$ cat config.mk
export PLATFORM = sky130hd
export DESIGN_NAME = mdu_sequencer_flat
export DESIGN_NICKNAME = d
export VERILOG_FILES = /design/src/rtl/mdu_pkg.sv /design/src/rtl/mdu_sequencer_if.sv /design/src/rtl/mdu_datapath.sv /design/src/rtl/mdu_sequencer.sv /design/src/flat_wrapper.sv
export SDC_FILE = /design/constraint.sdc
export NUM_CORES = 1
export LEC_CHECK = 0
export BUFFER_PORTS_ARGS = -buffer_cell sky130_fd_sc_hd__buf_2
export CAP_MARGIN = 20
export CORE_MARGIN = 8
export CORE_UTILIZATION = 42
export DETAILED_ROUTE_END_ITERATION = 8
export SLEW_MARGIN = 15
export SYNTH_ARGS = -nofsm -noshare
export SYNTH_HDL_FRONTEND = slang
export SYNTH_SLANG_ARGS = --single-unit
$ cat constraint.sdc
create_clock -name i_clk -period 4.01 [get_ports i_clk]
set_input_delay 0.2005 -clock i_clk [delete_from_list [all_inputs] [get_ports i_clk]]
set_output_delay 0.2005 -clock i_clk [all_outputs]
set_load 0.03 [all_outputs]
$ cat src/rtl/mdu_pkg.sv
// Shared definitions for the multiply/divide unit: func codes, FSM encoding, default widths.
// Latency: n/a (definitions only).
// Backpressure: n/a.
// Optional build macro MDU_EARLY_OUT_EN is consumed by mdu_datapath and mdu_sequencer.
package mdu_pkg;

  localparam int MDU_WIDTH = 32;
  localparam int MDU_CNT_W = 5;

  // R-type func codes served by the MDU
  localparam logic [5:0] FUNC_MFHI  = 6'b010000;
  localparam logic [5:0] FUNC_MTHI  = 6'b010001;
  localparam logic [5:0] FUNC_MFLO  = 6'b010010;
  localparam logic [5:0] FUNC_MTLO  = 6'b010011;
  localparam logic [5:0] FUNC_MULT  = 6'b011000;
  localparam logic [5:0] FUNC_MULTU = 6'b011001;
  localparam logic [5:0] FUNC_DIV   = 6'b011010;
  localparam logic [5:0] FUNC_DIVU  = 6'b011011;

  typedef enum logic [1:0] {
    ST_IDLE = 2'd0,
    ST_CALC = 2'd1,
    ST_FIX  = 2'd2
  } state_e;

  // MULT/MULTU/DIV/DIVU share the 0110xx prefix; bit 1 selects divide, bit 0 unsigned
  function automatic logic is_muldiv(input logic [5:0] func);
    return func[5:2] == 4'b0110;
  endfunction

  // MFHI/MTHI/MFLO/MTLO share the 0100xx prefix
  function automatic logic is_known(input logic [5:0] func);
    return (func[5:2] == 4'b0110) || (func[5:2] == 4'b0100);
  endfunction

endpackage

$ cat src/rtl/mdu_sequencer_if.sv
// Core <-> MDU request/result bundle.
// Latency: n/a (wiring only).
// Backpressure: o_busy tells the core to stall; no other flow control.
// master = core decode side, slave = mdu_sequencer.
interface mdu_sequencer_if #(
  parameter int WIDTH = mdu_pkg::MDU_WIDTH
) ();
  logic             i_start;
  logic [5:0]       i_func;
  logic [WIDTH-1:0] i_op_a;
  logic [WIDTH-1:0] i_op_b;
  logic             i_cancel;
  logic             o_busy;
  logic             o_done;
  logic [WIDTH-1:0] o_rdata;
  logic [WIDTH-1:0] o_hi;
  logic [WIDTH-1:0] o_lo;
  logic             o_unknown_func;

  modport master (
    output i_start, i_func, i_op_a, i_op_b, i_cancel,
    input  o_busy, o_done, o_rdata, o_hi, o_lo, o_unknown_func
  );

  modport slave (
    input  i_start, i_func, i_op_a, i_op_b, i_cancel,
    output o_busy, o_done, o_rdata, o_hi, o_lo, o_unknown_func
  );
endinterface

$ cat src/rtl/mdu_datapath.sv
// MDU datapath: 2*WIDTH accumulator, one shift-add / restoring-subtract step per cycle, sign fix-up.
// Latency: operands captured on load_i; one iteration per step_i; hi_o/lo_o are combinational from state.
// Backpressure: none; fully slaved to the sequencer's load/step strobes.
// Ports: clk_i/rst_ni (sync, active-low); load_i/signed_i/op_a_i/op_b_i capture; step_i/is_div_i iterate;
//        mul_exit_o flags a multiply that can skip its remaining iterations; hi_o/lo_o fixed-up result.
// Macro MDU_EARLY_OUT_EN adds cnt_i and the early-exit barrel shift; otherwise mul_exit_o is tied low.
module mdu_datapath #(
  parameter int WIDTH = mdu_pkg::MDU_WIDTH
`ifdef MDU_EARLY_OUT_EN
  , parameter int CNT_W = mdu_pkg::MDU_CNT_W
`endif
) (
  input  logic             clk_i,
  input  logic             rst_ni,
  input  logic             load_i,
  input  logic             signed_i,
  input  logic [WIDTH-1:0] op_a_i,
  input  logic [WIDTH-1:0] op_b_i,
  input  logic             step_i,
  input  logic             is_div_i,
`ifdef MDU_EARLY_OUT_EN
  input  logic [CNT_W-1:0] cnt_i,
`endif
  output logic             mul_exit_o,
  output logic [WIDTH-1:0] hi_o,
  output logic [WIDTH-1:0] lo_o
);

  // Multiply: acc = {partial product, multiplier}; multiplier (op_a) shifts out of the low end.
  // Divide:   acc = {remainder, dividend/quotient}; quotient bits shift in at the low end.
  // Both load the same way, so capture does not need to know the op type.
  logic [2*WIDTH-1:0] acc_q, acc_d;
  logic [WIDTH-1:0]   b_q;
  logic               neg_q;   // product/quotient negative
  logic               rneg_q;  // remainder negative (follows dividend)

  logic             sa, sb;
  logic [WIDTH-1:0] a_mag, b_mag;
  logic [WIDTH:0]   mul_sum, div_trial;

  always_comb begin
    sa    = signed_i & op_a_i[WIDTH-1];
    sb    = signed_i & op_b_i[WIDTH-1];
    a_mag = sa ? -op_a_i : op_a_i;
    b_mag = sb ? -op_b_i : op_b_i;
  end

  always_comb begin
    mul_sum   = {1'b0, acc_q[2*WIDTH-1:WIDTH]} + (acc_q[0] ? {1'b0, b_q} : {(WIDTH+1){1'b0}});
    // remainder < divisor, so the shifted remainder always fits in WIDTH+1 bits
    div_trial = acc_q[2*WIDTH-1:WIDTH-1] - {1'b0, b_q};
    if (is_div_i) begin
      if (!div_trial[WIDTH]) acc_d = {div_trial[WIDTH-1:0], acc_q[WIDTH-2:0], 1'b1};
      else                   acc_d = {acc_q[2*WIDTH-2:0], 1'b0};
    end else begin
      acc_d = {mul_sum, acc_q[WIDTH-1:1]};
    end
  end

`ifdef MDU_EARLY_OUT_EN
  // After cnt steps the low WIDTH-cnt bits of acc are the unconsumed multiplier bits.
  // Once they are zero the remaining steps are pure right shifts, done here in one go.
  localparam logic [CNT_W:0] WIDTH_C = (CNT_W+1)'(WIDTH);
  logic [WIDTH-1:0] rem_mask;
  logic [CNT_W:0]   shamt;
  assign rem_mask   = {WIDTH{1'b1}} >> cnt_i;
  assign shamt      = WIDTH_C - {1'b0, cnt_i};
  assign mul_exit_o = step_i && !is_div_i && ((acc_q[WIDTH-1:0] & rem_mask) == '0);
`else
  assign mul_exit_o = 1'b0;
`endif

  always_ff @(posedge clk_i) begin
    if (!rst_ni) begin
      acc_q  <= '0;
      b_q    <= '0;
      neg_q  <= 1'b0;
      rneg_q <= 1'b0;
    end else if (load_i) begin
      acc_q  <= {{WIDTH{1'b0}}, a_mag};
      b_q    <= b_mag;
      neg_q  <= sa ^ sb;
      rneg_q <= sa;
`ifdef MDU_EARLY_OUT_EN
    end else if (mul_exit_o) begin
      acc_q  <= acc_q >> shamt;
`endif
    end else if (step_i) begin
      acc_q  <= acc_d;
    end
  end

  // Two's-complement sign correction applied to the magnitude result
  logic [2*WIDTH-1:0] prod;
  logic [WIDTH-1:0]   quot, rem;

  always_comb begin
    prod = neg_q  ? -acc_q : acc_q;
    quot = neg_q  ? -acc_q[WIDTH-1:0] : acc_q[WIDTH-1:0];
    rem  = rneg_q ? -acc_q[2*WIDTH-1:WIDTH] : acc_q[2*WIDTH-1:WIDTH];
    hi_o = is_div_i ? rem  : prod[2*WIDTH-1:WIDTH];
    lo_o = is_div_i ? quot : prod[WIDTH-1:0];
  end

endmodule

$ cat src/rtl/mdu_sequencer.sv
// Multi-cycle MIPS multiply/divide unit: FSM, iteration counter, HI/LO and core handshake.
// Latency: MULT*/DIV* busy 33 cycles after the start edge, HI/LO written on the 33rd, o_done pulses next cycle.
// Backpressure: o_busy stalls the core; i_start while busy is dropped; i_cancel aborts without writing HI/LO.
// Ports: i_clk, i_rst_n (sync, active-low); bus (slave): i_start/i_func/i_op_a/i_op_b/i_cancel in,
//        o_busy/o_done/o_rdata/o_hi/o_lo/o_unknown_func out.
// Macro MDU_EARLY_OUT_EN lets multiplies leave CALC once the remaining multiplier bits are zero.
module mdu_sequencer
  import mdu_pkg::*;
#(
  parameter int WIDTH = MDU_WIDTH,
  parameter int CNT_W = MDU_CNT_W
) (
  input logic            i_clk,
  input logic            i_rst_n,
  mdu_sequencer_if.slave bus
);

  state_e           state_q;
  logic [CNT_W-1:0] cnt_q;
  logic [WIDTH-1:0] hi_q, lo_q;
  logic             busy_q, done_q, is_div_q;

  logic             start_ok, dp_load, dp_step, dp_exit;
  logic [WIDTH-1:0] dp_hi, dp_lo;

  // i_cancel in IDLE suppresses a same-cycle start
  assign start_ok = bus.i_start && !bus.i_cancel;
  assign dp_load  = (state_q == ST_IDLE) && start_ok && is_muldiv(bus.i_func);
  assign dp_step  = (state_q == ST_CALC) && !bus.i_cancel;

  mdu_datapath #(
    .WIDTH (WIDTH)
`ifdef MDU_EARLY_OUT_EN
    , .CNT_W (CNT_W)
`endif
  ) u_dp (
    .clk_i      (i_clk),
    .rst_ni     (i_rst_n),
    .load_i     (dp_load),
    .signed_i   (!bus.i_func[0]),
    .op_a_i     (bus.i_op_a),
    .op_b_i     (bus.i_op_b),
    .step_i     (dp_step),
    .is_div_i   (is_div_q),
`ifdef MDU_EARLY_OUT_EN
    .cnt_i      (cnt_q),
`endif
    .mul_exit_o (dp_exit),
    .hi_o       (dp_hi),
    .lo_o       (dp_lo)
  );

  always_ff @(posedge i_clk) begin
    if (!i_rst_n) begin
      state_q  <= ST_IDLE;
      cnt_q    <= '0;
      hi_q     <= '0;
      lo_q     <= '0;
      busy_q   <= 1'b0;
      done_q   <= 1'b0;
      is_div_q <= 1'b0;
    end else begin
      done_q <= 1'b0;
      unique case (state_q)
        ST_IDLE: begin
          if (start_ok) begin
            if (is_muldiv(bus.i_func)) begin
              state_q  <= ST_CALC;
              busy_q   <= 1'b1;
              cnt_q    <= '0;
              is_div_q <= bus.i_func[1];
            end
            if (bus.i_func == FUNC_MTHI) hi_q <= bus.i_op_a;
            if (bus.i_func == FUNC_MTLO) lo_q <= bus.i_op_a;
          end
        end
        ST_CALC: begin
          if (bus.i_cancel) begin
            state_q <= ST_IDLE;
            busy_q  <= 1'b0;
            cnt_q   <= '0;
          end else if (dp_exit) begin
            state_q <= ST_FIX;
            cnt_q   <= '0;
          end else begin
            cnt_q <= cnt_q + 1'b1;  // wraps to 0 on the final iteration
            if (cnt_q == CNT_W'(WIDTH-1)) state_q <= ST_FIX;
          end
        end
        ST_FIX: begin
          state_q <= ST_IDLE;
          busy_q  <= 1'b0;
          if (!bus.i_cancel) begin
            hi_q   <= dp_hi;
            lo_q   <= dp_lo;
            done_q <= 1'b1;
          end
        end
        default: begin
          state_q <= ST_IDLE;
          busy_q  <= 1'b0;
        end
      endcase
    end
  end

  always_comb begin
    bus.o_rdata = '0;
    if (bus.i_func == FUNC_MFHI) bus.o_rdata = hi_q;
    if (bus.i_func == FUNC_MFLO) bus.o_rdata = lo_q;
  end

  assign bus.o_busy         = busy_q;
  assign bus.o_done         = done_q;
  assign bus.o_hi           = hi_q;
  assign bus.o_lo           = lo_q;
  assign bus.o_unknown_func = bus.i_start && !is_known(bus.i_func);

endmodule

$ cat src/flat_wrapper.sv
// flat-port wrapper written by rule: the top's interface ports become plain ports
module mdu_sequencer_flat import mdu_pkg::*;
#(
  parameter int WIDTH = MDU_WIDTH,
  parameter int CNT_W = MDU_CNT_W
)
  (i_clk, i_rst_n, bus_i_start, bus_i_func, bus_i_op_a, bus_i_op_b, bus_i_cancel, bus_o_busy, bus_o_done, bus_o_rdata, bus_o_hi, bus_o_lo, bus_o_unknown_func);
  mdu_sequencer_if #(.WIDTH(WIDTH)) bus_i ();
  input logic i_clk;
  input logic i_rst_n;
  input wire logic [$bits(bus_i.i_start)-1:0] bus_i_start;
  input wire logic [$bits(bus_i.i_func)-1:0] bus_i_func;
  input wire logic [$bits(bus_i.i_op_a)-1:0] bus_i_op_a;
  input wire logic [$bits(bus_i.i_op_b)-1:0] bus_i_op_b;
  input wire logic [$bits(bus_i.i_cancel)-1:0] bus_i_cancel;
  output wire logic [$bits(bus_i.o_busy)-1:0] bus_o_busy;
  output wire logic [$bits(bus_i.o_done)-1:0] bus_o_done;
  output wire logic [$bits(bus_i.o_rdata)-1:0] bus_o_rdata;
  output wire logic [$bits(bus_i.o_hi)-1:0] bus_o_hi;
  output wire logic [$bits(bus_i.o_lo)-1:0] bus_o_lo;
  output wire logic [$bits(bus_i.o_unknown_func)-1:0] bus_o_unknown_func;
  assign bus_i.i_start = bus_i_start;
  assign bus_i.i_func = bus_i_func;
  assign bus_i.i_op_a = bus_i_op_a;
  assign bus_i.i_op_b = bus_i_op_b;
  assign bus_i.i_cancel = bus_i_cancel;
  assign bus_o_busy = bus_i.o_busy;
  assign bus_o_done = bus_i.o_done;
  assign bus_o_rdata = bus_i.o_rdata;
  assign bus_o_hi = bus_i.o_hi;
  assign bus_o_lo = bus_i.o_lo;
  assign bus_o_unknown_func = bus_i.o_unknown_func;
  mdu_sequencer #(.WIDTH(WIDTH), .CNT_W(CNT_W)) u_core (.i_clk(i_clk), .i_rst_n(i_rst_n), .bus(bus_i));
endmodule
==> summary.txt <==
Setup path
  • Worst R2R Setup Slack: 0.25 ns
  • Critical path capture point type: flip-flop
  • CP arrival: 4.09 ns
  • R2R Path Start: u_core.u_dp.acc_q[31]$_SDFFE_PN0P_
  • Critical-path maximum fanout: 13
  • R2r endpoint: u_core.u_dp.acc_q[57]$_SDFFE_PP0P_
  • WS Path Type: flip-flop to flip-flop
  • Worst Setup Start Kind: flip-flop
  • Req. time, crit path: 4.35 ns
  • Worst Setup SP: u_core.u_dp.acc_q[31]$_SDFFE_PN0P_
  • Reg2Reg Depth: 16

Place
  • Post-DP HPWL: 41.3 mm
  • Number of buffers added on ports: 172
  • Setup WS pre-CTS: 0.321 ns
  • Gpl congestion: 0.951
  • Placed Instance Area: 16100 µm²

Synthesis
  • Synth unique cells: 68
  • Synthesized area per cell: 7.46 µm²
  • Async S/R FF share, synth: 0%
  • Sequential fraction of the synthesis area: 23.4%
  • Net Count, Synth: 2118
  • #FFs+latches synth: 172
  • EDFF count, synth: 0
  • Ys Warns: 0
  • Syn Inst Count: 1972
  • Post-synthesis cell area: 14700 µm²
  • Top_reg_cell synth: dfxtp_1

Routing
  • Vias: 15200
  • Detailed Route Iter0 Violations: 1149
  • Total iterations of the first detailed-routing run: 6
  • Drt wl/cell: 21.0 µm
  • DR DRC count: 0
  • Antenna Nets Post-Route: 0
  • Vias/cell: 5.95
  • WL final: 53.5 mm

Global routing
  • Antenna violations before repair: 5
  • Tot GR Track Use: 25.2%
  • Largest net degree at the start of global routing: 80
  • Vias in the first global route: 14300
  • First-pass GRT wire length: 83.7 mm
  • GRT overflow: 0

Min path
  • Hold EP: u_core.bus.o_hi[17]$_SDFFE_PN0P_
  • Hold Crit Depth: 3
  • Worst min-delay path category: input pin to flip-flop
  • Worst Hold Launch: bus_i_op_a[17]

Job
  • Max Cap Viol: 0

Timing
  • RSZ-0062 raised after global routing: false
  • Crit path time final: 3.76 ns
  • Setup TNS: 0 ns
  • Clk_skew: 0.0127 ns
  • Fin worst setup slack: 0.254 ns
  • Finish-stage setup viols: 0
  • Max Freq: 266 MHz
  • Slew HR: 27.5%
  • Period utilization: 93.7%
  • Slew Viols, Final: 0
  • Worst-Margin Slew: 1.09 ns
  • Final-report hold violation count: 0

Clocking
  • Postcts setup bufs: 0
  • Clock Pin Slew Worst Setup and Hold Paths: 0.08 ns
  • Clk Latency, worst-skew pair: 0.46 ns
  • CTS root buffer: clkbuf_16
  • CTS tree: yes
  • CTS buffer count: 17
  • Total number of H-tree levels: 4
  • Total clock sinks: 172
  • CTS Buffer Depth: 2

Power and ir drop
  • Sequential Power Share: 42.6%
  • Int Pwr: 2.86 mW
  • Power Dens Cells: 245 nW/µm²
  • Clock power share: 40.6%
  • VDD IR-drop max: 0.307 mV
  • Switching pwr: 1.21 mW
  • Switching Fraction: 29.8%
  • Leakage Power: 7.34 nW
  • Combinational power share: 16.8%

Cells and area
  • Share of cells above drive strength 1: 14.2%
  • Most frequent cells in the layout: nor2_1, a21oi_1, nand2_1
  • Most common cell after layout, fill and taps aside: nor2_1
  • Post-synthesis to final-layout area growth: 13.2%
  • Post-route cell area: 16700 µm²
  • Nets: 2222

Die
  • Row count: 68
  • Die height: 203 µm
  • Die Area: 41300 µm²
  • Core Area: 34500 µm²
  • Die width: 203 µm
  • Initial Util: 42.6%
  • Io pins: 173

Status
  • Status: completed
[sequential cells by signal, indices dropped and copies added (netlist names)]
signal,cells
u_core.bus.o_busy,1
u_core.bus.o_done,1
u_core.bus.o_hi,32
u_core.bus.o_lo,32
u_core.cnt_q,5
u_core.is_div_q,1
u_core.state_q,2
u_core.u_dp.acc_q,64
u_core.u_dp.b_q,32
u_core.u_dp.neg_q,1
u_core.u_dp.rneg_q,1
[synth_stat cells (all sizes together) (7+ instances only)]
cell type,instances,share of area (%)
buf,21,0.72
o221ai,9,0.54
mux2i,71,4.8
a32o,9,0.61
nor3,42,1.4
a211oi,35,1.8
o31ai,22,1.2
nor2,203,5.2
or4,8,0.51
nand3,32,1.1
xor2,86,5.1
nand2b,22,0.94
xnor2,80,4.8
o211ai,48,2.4
nor2b,53,2.3
inv,51,1.3
a21oi,187,6.4
a31oi,15,0.64
nand4,15,0.64
o21bai,10,0.51
o21a,10,0.51
o211a,53,3.6
nand2,184,4.7
o41ai,15,0.89
o21ai,139,4.7
or3,19,0.84
mux2,13,0.99
nor4,13,0.76
ha,70,6.0
dfxtp,172,23
nor3b,7,0.36
a21boi,11,0.56
and3,23,0.98
clkbuf,121,3.1
a21o,36,1.8
and2,11,0.47
[layer usage]
metal	global-route usage [%]	vias to the layer above	routed length, µm
met5	0	-	0
met2	42.3	500	25500
met1	32.1	7243	23200
li1	-	7344	-
met4	9.51	0	1570
met3	4.21	79	3200
[cell type report]
type,count,area (µm²)
inverters,52,195
flip-flops and latches,172,3450
clock inverters,10,81.3
multi-input cells,1606,10600
well taps,455,569
diodes,5,12.5
clock buffers,22,484
fillers,3463,17900
repair buffers,227,1310
[worst max-delay path by stage]
stage,endpoint
after global placement,u_core.u_dp.acc_q[55]$_SDFFE_PP0P_
after detailed placement,u_core.u_dp.acc_q[55]$_SDFFE_PP0P_
after CTS,u_core.u_dp.acc_q[55]$_SDFFE_PP0P_
after floorplan,u_core.u_dp.acc_q[56]$_SDFFE_PP0P_
final,u_core.u_dp.acc_q[57]$_SDFFE_PP0P_
after global routing,u_core.u_dp.acc_q[57]$_SDFFE_PP0P_
[worst max-delay path: stages, from the launching register on]
cell and delay [ns]:
dfxtp_1 0.35, inv_1 0.11, ha_1 0.20, fa_1 0.19
nor2b_1 0.07, o211ai_1 0.18, a21boi_0 0.11, buf_4 0.15
o41ai_1 0.65, a211oi_1 0.22, o21ai_0 0.21, buf_4 0.16
xor2_4 0.18, buf_4 0.24, mux2_2 0.35, mux2i_1 0.16
a21oi_1 0.09
[stage by stage]
step | std cells | hold WS (ns) | power (mW) | util, %
global placement | 2512 | 0.469 | 2.44 | 46.5
global route | 2549 | 0.0750 | 4.23 | 48.2
finish | 2549 | 0.0706 | 4.07 | 48.2
detailed placement | 2512 | 0.477 | 2.45 | 46.5
floorplan | 1972 | 0.345 | 2.22 | -
CTS | 2544 | 0.0565 | 4.08 | 48.2
[power by group through the flow]
stage / sequential [mW] / clock (mW) / combinational (mW)
6_report: 1.74 / 1.65 / 0.685
5_1_grt: 1.74 / 1.75 / 0.743
2_1_floorplan: 1.77 / 0 / 0.447
3_5_place_dp: 1.77 / 0 / 0.676
4_1_cts: 1.73 / 1.67 / 0.679
3_3_place_gp: 1.77 / 0 / 0.670
[cells by family (layout without fill, tap and decap cells)]
group / Yosys count / in the layout / synth area share, %
buf+inv: 194 / 311 / 5.14
xor+xnor: 166 / 166 / 9.88
fa+ha+maj: 72 / 72 / 6.23
flops: 172 / 172 / 23.4
mux: 84 / 84 / 5.83
other cells: 0 / 5 / 0
compound gates: 641 / 641 / 28.8
simple gates: 643 / 643 / 20.7
[repair_timing]
item	CTS	global route
resized for setup	0	1
hold buffers	0	0
endpoints found under the setup margin	0	1
Power figures use the tool's default switching activity.
